==> config.mk <==
export PLATFORM = sky130hd
export DESIGN_NAME = fb_write_arbiter
export DESIGN_NICKNAME = d
export VERILOG_FILES = /design/src/rtl/tron_pkg.sv /design/src/rtl/fb_addr_calc.sv /design/src/rtl/fb_write_arbiter.sv
export SDC_FILE = /design/constraint.sdc
export NUM_CORES = 1
export LEC_CHECK = 0
export CELL_PAD_IN_SITES_DETAIL_PLACEMENT = 0
export CELL_PAD_IN_SITES_GLOBAL_PLACEMENT = 2
export CORE_UTILIZATION = 31
export CTS_CLUSTER_DIAMETER = 200
export CTS_CLUSTER_SIZE = 10
export DETAILED_ROUTE_END_ITERATION = 7
export GPL_TIMING_DRIVEN = 0
export PLACE_DENSITY = 0.86
export SKIP_CTS_REPAIR_TIMING = 1
export SLEW_MARGIN = 20
export SYNTH_ARGS = -nofsm -noshare
export SYNTH_HDL_FRONTEND = slang
export SYNTH_SLANG_ARGS = --single-unit
==> constraint.sdc <==
create_clock -name Clk -period 5.63 [get_ports Clk]
set_input_delay 0.563 -clock Clk [delete_from_list [all_inputs] [get_ports Clk]]
set_output_delay 0.563 -clock Clk [all_outputs]
set_load 0.03 [all_outputs]
==> src/rtl/tron_pkg.sv <==
// Shared types and constants for the frame-buffer write path.
package tron_pkg;

    typedef enum logic {
        IDLE  = 1'b0,
        CLEAR = 1'b1
    } fb_state_t;

    localparam int          FB_WORDS     = 153600;
    localparam logic [3:0]  BG_COLOR_DEF = 4'h8;
    localparam int          FB_ADDR_W    = 19;

    // Both pixels of a word carry the same colour; the upper nibbles are unused.
    function automatic logic [15:0] pack_pixels(input logic [3:0] color);
        return {4'h0, color, 4'h0, color};
    endfunction

endpackage

==> src/rtl/fb_addr_calc.sv <==
// Pixel coordinate to packed-word address (x/2 + y*320) with an out-of-bounds flag.
module fb_addr_calc
    import tron_pkg::*;
#(
    parameter int SCREEN_W = 640,
    parameter int SCREEN_H = 480
) (
    input  logic [9:0]           x_i,
    input  logic [9:0]           y_i,
    output logic [FB_ADDR_W-1:0] addr_o,
    output logic                 oob_o
);

    localparam logic [31:0] W_LIM = 32'(SCREEN_W);
    localparam logic [31:0] H_LIM = 32'(SCREEN_H);

    logic [FB_ADDR_W-1:0] x_w;
    logic [FB_ADDR_W-1:0] y_w;

    assign x_w = {{(FB_ADDR_W-10){1'b0}}, x_i};
    assign y_w = {{(FB_ADDR_W-10){1'b0}}, y_i};

    // y*320 as two shifts keeps this a pair of adders, no multiplier.
    assign addr_o = (x_w >> 1) + (y_w << 8) + (y_w << 6);
    assign oob_o  = ({22'd0, x_i} >= W_LIM) || ({22'd0, y_i} >= H_LIM);

endmodule

==> src/rtl/fb_write_arbiter.sv <==
// Shares the frame-buffer write port between two trail writers and a screen-clear sweep.
module fb_write_arbiter
    import tron_pkg::*;
#(
    parameter int         SCREEN_W = 640,
    parameter int         SCREEN_H = 480,
    parameter logic [3:0] BG_COLOR = BG_COLOR_DEF
) (
    input  logic                 Clk,
    input  logic                 Reset_n,
    input  logic                 clear_start,
    input  logic                 blue_req,
    input  logic [9:0]           blue_x,
    input  logic [9:0]           blue_y,
    input  logic [3:0]           blue_color,
    output logic                 blue_gnt,
    input  logic                 red_req,
    input  logic [9:0]           red_x,
    input  logic [9:0]           red_y,
    input  logic [3:0]           red_color,
    output logic                 red_gnt,
    output logic [FB_ADDR_W-1:0] write_address,
    output logic [15:0]          Data_Out,
    output logic                 WE,
    output logic                 clear_busy,
    output logic                 clear_done,
    output logic                 oob_drop
);

    localparam int                   WORDS     = SCREEN_W / 2 * SCREEN_H;
    localparam logic [FB_ADDR_W-1:0] LAST_ADDR = FB_ADDR_W'(WORDS - 1);

    fb_state_t            state_q, state_d;
    logic [FB_ADDR_W-1:0] clr_addr_q, clr_addr_d;
    logic                 last_red_q, last_red_d;
    logic [FB_ADDR_W-1:0] addr_q, addr_d;
    logic [15:0]          data_q, data_d;
    logic                 we_q, we_d;
    logic                 done_q, done_d;
    logic                 oob_q, oob_d;

    logic [9:0]           sel_x;
    logic [9:0]           sel_y;
    logic [3:0]           sel_color;
    logic [FB_ADDR_W-1:0] calc_addr;
    logic                 calc_oob;

    always_comb begin
        blue_gnt = 1'b0;
        red_gnt  = 1'b0;
        if (state_q == IDLE && !clear_start) begin
            if (blue_req && (!red_req || last_red_q)) begin
                blue_gnt = 1'b1;
            end else if (red_req) begin
                red_gnt = 1'b1;
            end
        end
    end

    assign sel_x     = red_gnt ? red_x     : blue_x;
    assign sel_y     = red_gnt ? red_y     : blue_y;
    assign sel_color = red_gnt ? red_color : blue_color;

    fb_addr_calc #(
        .SCREEN_W (SCREEN_W),
        .SCREEN_H (SCREEN_H)
    ) u_addr_calc (
        .x_i    (sel_x),
        .y_i    (sel_y),
        .addr_o (calc_addr),
        .oob_o  (calc_oob)
    );

    always_comb begin
        state_d    = state_q;
        clr_addr_d = clr_addr_q;
        last_red_d = last_red_q;
        addr_d     = addr_q;
        data_d     = data_q;
        we_d       = 1'b0;
        done_d     = 1'b0;
        oob_d      = 1'b0;
        case (state_q)
            IDLE: begin
                if (clear_start) begin
                    // Word 0 is issued on the start edge so the sweep begins the very next cycle.
                    state_d    = CLEAR;
                    clr_addr_d = FB_ADDR_W'(1);
                    we_d       = 1'b1;
                    addr_d     = '0;
                    data_d     = pack_pixels(BG_COLOR);
                end else if (blue_gnt || red_gnt) begin
                    last_red_d = red_gnt;
                    if (calc_oob) begin
                        oob_d = 1'b1;
                    end else begin
                        we_d   = 1'b1;
                        addr_d = calc_addr;
                        data_d = pack_pixels(sel_color);
                    end
                end
            end
            CLEAR: begin
                we_d       = 1'b1;
                addr_d     = clr_addr_q;
                data_d     = pack_pixels(BG_COLOR);
                clr_addr_d = clr_addr_q + FB_ADDR_W'(1);
                if (clr_addr_q == LAST_ADDR) begin
                    state_d    = IDLE;
                    clr_addr_d = '0;
                    done_d     = 1'b1;
                end
            end
            default: state_d = IDLE;
        endcase
    end

    always_ff @(posedge Clk or negedge Reset_n) begin
        if (!Reset_n) begin
            state_q    <= IDLE;
            clr_addr_q <= '0;
            last_red_q <= 1'b1;
            addr_q     <= '0;
            data_q     <= '0;
            we_q       <= 1'b0;
            done_q     <= 1'b0;
            oob_q      <= 1'b0;
        end else begin
            state_q    <= state_d;
            clr_addr_q <= clr_addr_d;
            last_red_q <= last_red_d;
            addr_q     <= addr_d;
            data_q     <= data_d;
            we_q       <= we_d;
            done_q     <= done_d;
            oob_q      <= oob_d;
        end
    end

    assign write_address = addr_q;
    assign Data_Out      = data_q;
    assign WE            = we_q;
    assign clear_busy    = (state_q == CLEAR);
    assign clear_done    = done_q;
    assign oob_drop      = oob_q;

endmodule

Word level (Yosys, flattened, before mapping). Cells that the tools add are included.

Word-level logic and storage cells: 60. Memories kept: 0. Latch bits: 0. Input port bits: 53. Bits in registers: 59. Bits in read-only memories: 0. Output and inout port bits: 41. Memory bits (writable): 0.

Add/subtract/negate cells: 3. Reductions and logical operators: 9. $lt $le $gt $ge: 2. Multiplexer cells: 32. Shifts and indexed selects: 0. Bitwise gates (word level): 2. Divide/modulo/power cells: 0. Multiply operators: 0. Equality and inequality tests: 4.

Operators with widths (number): 19-bit 2-to-1 mux (5); 19-bit case mux with 2 select lines (2); 16-bit 2-to-1 mux (3); 16-bit case mux with 2 select lines (1); 10-bit 2-to-1 mux (2); 19-bit by 1-bit adder with 19-bit output, second input constant (1); 19-bit by 16-bit adder with 19-bit output (1); 9-bit by 18-bit adder with 19-bit output (1); 19-bit by 18-bit equality test with 1-bit output, second input constant (1); 1-bit 2-to-1 mux (16); 10-bit >= comparator, second input constant (1); 10-bit by 9-bit >= comparator with 1-bit output, second input constant (1); 4-bit 2-to-1 mux (1); 1-bit case mux with 2 select lines (2); 1-bit logical OR (3); 3-bit by 2-bit inequality test with 1-bit output, second input constant (1); 3-bit inequality test, second input constant (1); 3-bit AND reduction (1); 1-bit logical AND (2); 1-bit zero test (2); 2-bit inequality test, second input constant (1); 1-bit NOT (2); 2-bit AND reduction (1).

Longest topological paths before layout. Gate-level depths: netlist of the first run.

Depth in word-level cells: 12. Gate-level depth with buffers: 15. Mapped depth without buffers: 13.

By module. A second synthesis of the first run with hierarchy kept.

Cells, all modules: 373. Area, all modules: 3368.2 µm².

Modules (own cells, without submodules): fb_write_arbiter (area an instance 2662.6 µm², sequential area each 1177.4 µm², instances 1, cells an instance 283); fb_addr_calc (area an instance 705.7 µm², sequential area each 0.0 µm², instances 1, cells an instance 90).

Least setup slack after synthesis of the first run. No wires, ideal clock.

Path type: reg2reg. Start: register state_q, in the netlist clear_busy. End: register addr_q[13], in the netlist write_address[13]. Cell stages (with the launch flop): 15. Library setup time: 104 ps. Arrival: 3507 ps. Buffers on the path: 2. Clock period less this slack: 3611 ps. Required time: 5526 ps. Setup slack: 2019 ps. Path through: dfrtp_1 clkbuf_1 nor2_1 nand2_1 buf_2 mux2_2 fa_1 inv_1 fa_1 nand2b_1 a21oi_1 o21a_1 nor2_1 xor2_1 o311ai_1.

Cells in the longest elaborated chain, start to end: 10. Elaborated cells between the ends (all ways): 19. Classes of those cells: 2 x add/sub; 2 x order compare; 2 x eq/ne; 8 x mux; 1 x bitwise; 4 x reduce/logical.

RTL lines: from (decl) (line fb_write_arbiter.sv:33) `fb_state_t state_q, state_d;`; from (signal assigned) (line fb_write_arbiter.sv:129) `state_q <= state_d;`; 1-bit NOT (no source line); 1-bit logical AND (line fb_write_arbiter.sv:51) `if (state_q == IDLE && !clear_start) begin`; 1-bit 2-to-1 mux (line fb_write_arbiter.sv:51); 10-bit 2-to-1 mux, on equally long branches (line fb_write_arbiter.sv:60, fb_write_arbiter.sv:61); 9-bit by 18-bit adder with 19-bit output (line fb_addr_calc.sv:24) `assign addr_o = (x_w >> 1) + (y_w << 8) + (y_w << 6);`; 19-bit by 16-bit adder with 19-bit output (line fb_addr_calc.sv:24); 19-bit 2-to-1 mux (line fb_write_arbiter.sv:94) `if (calc_oob) begin`; 19-bit 2-to-1 mux (line fb_write_arbiter.sv:92) `end else if (blue_gnt || red_gnt) begin`; 19-bit 2-to-1 mux (line fb_write_arbiter.sv:85) `if (clear_start) begin`; 19-bit case mux with 2 select lines (line fb_write_arbiter.sv:83) `case (state_q)`; to (signal assigned) (line fb_write_arbiter.sv:132) `addr_q <= addr_d;`; to (decl) (line fb_write_arbiter.sv:36) `logic [FB_ADDR_W-1:0] addr_q, addr_d;`.

Parallel ways exist; a longest one is shown, timed or not. The select of a mux whose other input is x is not followed. A chain may end at the register's enable or synchronous reset.

Worst setup path after layout of the first run.
Start: input red_req. End: register addr_q[13], in the netlist write_address[13].

Cells in the longest elaborated chain, start to end: 12. Elaborated cells between the ends (all ways): 23. Classes of those cells: 2 x add/sub; 2 x order compare; 2 x eq/ne; 11 x mux; 6 x reduce/logical.

RTL lines: from (decl) (line fb_write_arbiter.sv:17) `input logic red_req,`; 1-bit zero test (line fb_write_arbiter.sv:52) `if (blue_req && (!red_req || last_red_q)) begin`; 1-bit logical OR (line fb_write_arbiter.sv:52); 1-bit logical AND (line fb_write_arbiter.sv:52); 1-bit 2-to-1 mux (line fb_write_arbiter.sv:52); 1-bit 2-to-1 mux (line fb_write_arbiter.sv:51); 10-bit 2-to-1 mux, on equally long branches (line fb_write_arbiter.sv:60, fb_write_arbiter.sv:61); 9-bit by 18-bit adder with 19-bit output (line fb_addr_calc.sv:24); 19-bit by 16-bit adder with 19-bit output (line fb_addr_calc.sv:24); 19-bit 2-to-1 mux (line fb_write_arbiter.sv:94); 19-bit 2-to-1 mux (line fb_write_arbiter.sv:92); 19-bit 2-to-1 mux (line fb_write_arbiter.sv:85); 19-bit case mux with 2 select lines (line fb_write_arbiter.sv:83).

Parallel ways exist; a longest one is shown, timed or not. The select of a mux whose other input is x is not followed.

==> results of run 1 <==
where the power goes:
| group | switching [uW] | total, uW | leakage [uW] | internal, uW |
|---|---|---|---|---|
| clock | 117 | 230 | 0.0000515 | 112 |
| sequential | 82.5 | 497 | 0.000565 | 414 |
| combinational | 238 | 439 | 0.00130 | 200 |
| total | 438 | 1170 | 0.00191 | 727 |
worst paths after layout:
| path | from | end | slack, ns | depth (start not counted) |
|---|---|---|---|---|
| setup / recovery | red_req | write_address[13] | 1.55 | 14 |
| setup reg to reg | clear_busy | write_address[13] | 1.55 | 14 |
| hold reg to reg | clr_addr_q[10] | clr_addr_q[10] | 0.50 | 1 |
| hold / removal | Reset_n | clear_busy | 0.24 | 1 |
| max in group asynchronous | Reset_n | write_address[6] | 4.85 | 2 |
| min in group Clk | clr_addr_q[10] | clr_addr_q[10] | 0.50 | 1 |
layout make-up:
type	instances	share of cell area, %
buffer	30	3.92
inverter	7	0.597
sequential	47	26.7
tap	136	3.87
clock buffer	8	2.27
timing repair buffer	84	19.2
multi-input combinational	281	43.4
synthesized netlist by cell type, drive strengths merged, types with 2 or more instances:
cell	n	share of area (%)
nand4	5	0.96
xnor2	2	0.54
a22o	2	0.54
a21oi	18	2.8
o21ai	29	4.5
o22ai	2	0.58
o311ai	7	1.9
xor2	5	1.3
mux2	13	4.5
a41oi	4	1.7
ha	20	7.7
a22oi	3	0.69
a21boi	2	0.58
a31oi	10	1.9
a211oi	3	0.69
fa	2	1.2
dfrtp	46	35
and2	2	0.38
nor2	20	2.4
a21o	5	1.2
buf	19	4.0
or2	2	0.38
inv	7	0.81
nand2	42	4.9
and3	9	1.7
o31ai	3	0.69
mux2i	11	3.4
clkbuf	11	1.3
nand2b	6	1.2
nor3	13	2.0
nand3	14	2.1
a32oi	5	1.3
logic make-up after synthesis:
| group | Yosys count | synth area share [%] |
|---|---|---|
| AND/OR/NAND/NOR | 120 | 18.2 |
| AO/OA/AOI/OAI | 100 | 20.8 |
| flip-flops | 47 | 36.1 |
| buffers and inverters | 37 | 6.10 |
| multiplexers | 24 | 7.87 |
| adder cells (fa/ha/maj) | 22 | 8.91 |
| XOR/XNOR | 7 | 1.88 |
| other | 1 | 0.115 |
routing by layer:
metal | vias up | wire, um | GRT usage (%)
li1 | 1509 | - | -
met1 | 1447 | 4670 | 25.4
met2 | 88 | 4330 | 29.5
met3 | 4 | 567 | 3.68
met4 | 0 | 65 | 3.98
met5 | - | 0 | 0
flip-flops by register name, summed over array words and instances, names as in the netlist:
name / cells
Data_Out: 4
WE: 1
clear_busy: 1
clear_done: 1
clr_addr_q: 19
last_red_q: 1
oob_drop: 1
write_address: 19
through the flow:
stage	hold slack (ns)	cells	utilization [%]
finish	0.240	593	42.8
global route	0.291	593	42.8
CTS	0.265	593	42.8
detailed placement	0.488	585	41.9
global placement	0.481	584	41.7
floorplan	0.267	365	-
==> results.sh, run 1 <==
export IMPL_run_status="completed"
export IMPL_cts_htree_levels=2
export IMPL_post_layout_total_power_uw=1170
export IMPL_core_mm2=0.0103
export IMPL_io_pins=94
export IMPL_layout_cells_most_common="sky130_fd_sc_hd__clkdlybuf4s50_1"
export IMPL_final_critical_path_setup_slack_ns=1.55
export IMPL_fp_row_count=37
export IMPL_max_slew_worst_pin_slew_ns=0.639
export IMPL_cts_sink_count=47
export IMPL_finish_instance_area_mm2=0.00440
export IMPL_path_clk_slew_ns=0.09
export IMPL_grt_start_max_net_pins=26
export IMPL_path_buf_inv=3
export IMPL_timing_critical_path_to_type="register"
export IMPL_synth_distinct_cells=58
export IMPL_synth_seq_area_share_pct=36.1
export IMPL_cts_inserted_buffers=5
export IMPL_clock_tree_from_tritoncts="yes"
export IMPL_post_layout_nets=531
export IMPL_min_path_type="input pin to async pin"
export IMPL_synth_seq_cells=47
export IMPL_n_antenna_cell=0
export IMPL_clock_root_buffer="sky130_fd_sc_hd__clkbuf_8"
export IMPL_grt_pass1_wl_mm=15.8
export IMPL_hpwl_mm=7.51
export IMPL_gr_util_all_layers_pct=18.3
export IMPL_synth_top_flop_cell="sky130_fd_sc_hd__dfrtp_1"
export IMPL_timing_setup_critical_path_class="input pin to register"
export IMPL_max_vdd_ir_drop_mv=0.152
export IMPL_final_cell_mix="sky130_fd_sc_hd__clkdlybuf4s50_1, sky130_fd_sc_hd__dfrtp_1, sky130_fd_sc_hd__nand2_1, sky130_fd_sc_hd__o21ai_0, sky130_fd_sc_hd__ha_1"
export IMPL_initial_utilization_pct=31.7
export IMPL_cp_slowest_cell="sky130_fd_sc_hd__clkdlybuf4s50_1"
export IMPL_worst_ep_required_time_ns=5.84
export IMPL_portBuffers=83
export IMPL_grt_setup_unrepaired="no"
export IMPL_crit_path_cell_trace="clkdlybuf4s50_1 > a21boi_2 > nand2_1 > buf_2 > mux2_2 > fa_1 > inv_1 > fa_1 > nand2b_1 > a21oi_1 > o21a_1 > nor2_1 > xor2_1 > o311ai_1"
export IMPL_routed_wirelength_normalized_by_instance_count_um=16.2
export IMPL_slew_headroom_pct=57.4
export IMPL_max_cap_violations=0
export IMPL_finalClockSkew_ns=0.00951
export IMPL_p_per_area_mw_per_mm2=265
export IMPL_setup_total_negative_slack_ns=0
export IMPL_critPathTopFamily="adder cells"
export IMPL_gp_congestion=0.806
export IMPL_route_detailed_drc=0
export IMPL_drive_gt1_share_pct=10.9
export IMPL_timing_fmax_mhz=245
export IMPL_final_report_hold_violation_count=0
export IMPL_num_fill_cells=1028
export IMPL_crit_path_frequent_cell="sky130_fd_sc_hd__fa_1"
export IMPL_antenna_left=0
export IMPL_clock_latency_ns=0.31
export IMPL_critical_path_max_fanout=10
export IMPL_synthesis_area_per_instance_um2=9.10
export IMPL_synth_edf_count=0
export IMPL_via_per_inst=5.14
export IMPL_worst_setup_path_start_kind="input pin"
export IMPL_period_needed_ns=4.08
export IMPL_regArea_mm2=0.00118
export IMPL_globalRoute_totalOverflow=0
export IMPL_synth_async_reset_ratio_pct=100
export IMPL_place_worst_setup_slack_ns=1.24
export IMPL_floorplan_die_width_um=105
export IMPL_synth_cells=358
export IMPL_layout_worst_path_cycle_share_pct=72.5
export IMPL_number_of_max_slew_violations_in_the_final_report=0
export IMPL_vias_in_the_first_global_route=2988
export IMPL_finalSetupViolCount=0
export IMPL_clockBufferDepth=2
export IMPL_detailed_place_area_mm2=0.00430
export IMPL_drt_first_iter_violations=141
export IMPL_yosysWarningCount=0
export IMPL_die_h_um=105
export IMPL_syn_area_mm2=0.00326
export IMPL_total_die_area_mm2=0.0109
export IMPL_dr_pass1_iters=4
export IMPL_layout_area_overhead_vs_synth_pct=35.0
export IMPL_via_count=3048
export IMPL_worst_path_largest_cell_delay_ns=0.56
export IMPL_worst_ep_arrival_time_ns=4.29
export IMPL_antenna_violations_before_repair=0
export IMPL_power_leakage_uw=0.00191
export IMPL_route_final_wire_length_mm=9.63
export IMPL_multiInputGateArea_mm2=0.00191
Power figures use the tool's default switching activity.
==> inputs of run 2 (changes only) <==
--- a/config.mk
+++ b/config.mk
@@ -7,12 +7,12 @@
 export LEC_CHECK = 0
 export CELL_PAD_IN_SITES_DETAIL_PLACEMENT = 0
 export CELL_PAD_IN_SITES_GLOBAL_PLACEMENT = 2
-export CORE_UTILIZATION = 31
+export CORE_UTILIZATION = 28
 export CTS_CLUSTER_DIAMETER = 200
 export CTS_CLUSTER_SIZE = 10
 export DETAILED_ROUTE_END_ITERATION = 7
 export GPL_TIMING_DRIVEN = 0
-export PLACE_DENSITY = 0.86
+export PLACE_DENSITY = 0.79
 export SKIP_CTS_REPAIR_TIMING = 1
 export SLEW_MARGIN = 20
 export SYNTH_ARGS = -nofsm -noshare
==> constraint.sdc (replaced) <==
create_clock -name Clk -period 3.8 [get_ports Clk]
set_input_delay 0.38 -clock Clk [delete_from_list [all_inputs] [get_ports Clk]]
set_output_delay 0.38 -clock Clk [all_outputs]
set_load 0.03 [all_outputs]
==> results.sh, run 2 (synthesis results as in run 1) <==
export IMPL_run_status="completed"
export IMPL_layout_worst_path_cycle_share_pct=94.3
export IMPL_power_leakage_uw=0.00199
export IMPL_worst_ep_required_time_ns=3.99
export IMPL_n_antenna_cell=0
export IMPL_slew_headroom_pct=57.6
export IMPL_total_die_area_mm2=0.0121
export IMPL_clock_latency_ns=0.29
export IMPL_min_path_type="input pin to async pin"
export IMPL_clockBufferDepth=2
export IMPL_initial_utilization_pct=28.7
export IMPL_post_layout_nets=532
export IMPL_worst_path_largest_cell_delay_ns=0.52
export IMPL_floorplan_die_width_um=110
export IMPL_antenna_left=0
export IMPL_gr_util_all_layers_pct=17.5
export IMPL_antenna_violations_before_repair=0
export IMPL_cts_inserted_buffers=5
export IMPL_max_vdd_ir_drop_mv=0.242
export IMPL_via_count=3087
export IMPL_gp_congestion=0.836
export IMPL_globalRoute_busiestLayer="met2"
export IMPL_die_h_um=110
export IMPL_final_cell_mix="sky130_fd_sc_hd__clkdlybuf4s50_1, sky130_fd_sc_hd__dfrtp_1, sky130_fd_sc_hd__nand2_1, sky130_fd_sc_hd__o21ai_0, sky130_fd_sc_hd__ha_1"
export IMPL_dr_pass1_iters=4
export IMPL_power_share_combinational_pct=34.4
export IMPL_p_switching_uw=671
export IMPL_final_report_hold_violation_count=0
export IMPL_critical_path_max_fanout=10
export IMPL_cp_slowest_cell="sky130_fd_sc_hd__fa_1"
export IMPL_drive_gt1_share_pct=12.4
export IMPL_fp_row_count=39
export IMPL_period_needed_ns=3.58
export IMPL_clock_root_buffer="sky130_fd_sc_hd__clkbuf_16"
export IMPL_via_per_inst=5.14
export IMPL_globalRoute_totalOverflow=0
export IMPL_seq_power_share_pct=38.5
export IMPL_crit_reg2reg_launch="clear_busy"
export IMPL_power_switching_fraction_pct=35.1
export IMPL_cell_int_power_uw=1240
export IMPL_timing_fmax_mhz=279
export IMPL_core_mm2=0.0114
export IMPL_crit_start="clear_start"
export IMPL_timing_critical_path_to_type="register"
export IMPL_use_met3_pct=3.08
export IMPL_path_clk_slew_ns=0.07
export IMPL_io_pins=94
export IMPL_drt_first_iter_violations=110
export IMPL_grt_setup_unrepaired="no"
export IMPL_number_of_max_slew_violations_in_the_final_report=0
export IMPL_use_met1_pct=23.8
export IMPL_finalSetupViolCount=0
export IMPL_max_cap_violations=0
export IMPL_layout_cells_most_common="sky130_fd_sc_hd__clkdlybuf4s50_1"
export IMPL_crit_path_frequent_cell="sky130_fd_sc_hd__fa_1"
export IMPL_cts_sink_count=47
export IMPL_clock_tree_from_tritoncts="yes"
export IMPL_crit_path_cell_trace="clkdlybuf4s50_1 > nor2_2 > nand2_4 > buf_6 > mux2_2 > fa_1 > inv_1 > fa_1 > nand2b_1 > a21oi_2 > o21a_1 > nor2_1 > xor2_1 > o311ai_1"
export IMPL_vias_in_the_first_global_route=3015
export IMPL_finalClockSkew_ns=0.00787
export IMPL_critPathTopFamily="adder cells"
export IMPL_postLayoutCoreUtil_pct=39.7
export IMPL_portBuffers=83
export IMPL_p_per_area_mw_per_mm2=423
export IMPL_cts_htree_levels=2
export IMPL_route_detailed_drc=0
export IMPL_grt_start_max_net_pins=48
export IMPL_layout_area_overhead_vs_synth_pct=38.7
export IMPL_worst_setup_path_start_kind="input pin"
export IMPL_finish_instance_area_mm2=0.00452
export IMPL_route_final_wire_length_mm=10.1
export IMPL_num_fill_cells=1169
export IMPL_timing_setup_critical_path_class="input pin to register"
export IMPL_globalRouteMet2Util_pct=29.2
export IMPL_worst_ep_arrival_time_ns=3.77
export IMPL_routed_wirelength_normalized_by_instance_count_um=16.8
export IMPL_max_slew_worst_pin_slew_ns=0.636
export IMPL_clockPowerShare_pct=27.1
export IMPL_detailed_place_area_mm2=0.00429
export IMPL_grt_pass1_wl_mm=16.0
export IMPL_hpwl_mm=7.81
export IMPL_path_buf_inv=3
## run 2: cell types whose count changed in the layout (fill, tap and decap cells not counted), moves of 2 or more
cell	previous run	this run
sky130_fd_sc_hd__dlymetal6s2s_1	0	2
sky130_fd_sc_hd__buf_4	12	16
sky130_fd_sc_hd__clkbuf_8	7	1
sky130_fd_sc_hd__clkbuf_1	12	10
sky130_fd_sc_hd__clkdlybuf4s50_1	82	80
sky130_fd_sc_hd__clkbuf_16	0	5
sky130_fd_sc_hd__buf_2	7	5
## run 2: layout make-up
cell class | instances | area (um^2) | share of cell area, %
Clock buffer | 6 | 139 | 3.07
Inverter | 7 | 26.3 | 0.581
Clock inverter | 2 | 35.0 | 0.775
Buffer | 29 | 175 | 3.88
Timing Repair Buffer | 86 | 856 | 18.9
Sequential cell | 47 | 1180 | 26.1
Tap cell | 143 | 179 | 3.96
Multi-Input combinational cell | 281 | 1930 | 42.7
## run 2: path summary, 6_finish.rpt
check,end,slack (ns),cells after the start
hold / removal,write_address[5],0.12,1
setup / recovery,write_address[13],0.22,14
setup reg to reg,write_address[13],0.27,13
max in group asynchronous,clear_busy,3.24,1
hold reg to reg,clr_addr_q[10],0.50,1
min in group Clk,last_red_q,0.45,2
## run 2: through the flow
step                      setup WS (ns)  total power (uW)  hold WS [ns]  TNS [ns]  std cells
after floorplan                   0.189              1110        0.0844         0        365
after global placement           -0.461              1390         0.483     -2.35        591
after detailed placement         -0.558              1400         0.458     -2.66        591
after CTS                        -0.472              1930         0.146     -2.09        599
after global routing             0.0294              2030         0.164         0        601
final                             0.217              1910         0.117         0        601
## run 2: metal layers
metal	up-vias	part of all wire, %
li1	1508	-
met5	-	0
met4	0	0.77
met1	1476	47
met3	7	5.7
met2	96	46
## run 2: power by group through the flow
stage,logic (uW),clock network [uW],registers [uW]
after global placement,647,0,743
after global routing,723,551,755
final,659,519,736
after detailed placement,657,0,744
after CTS,660,531,737
after floorplan,288,0,824
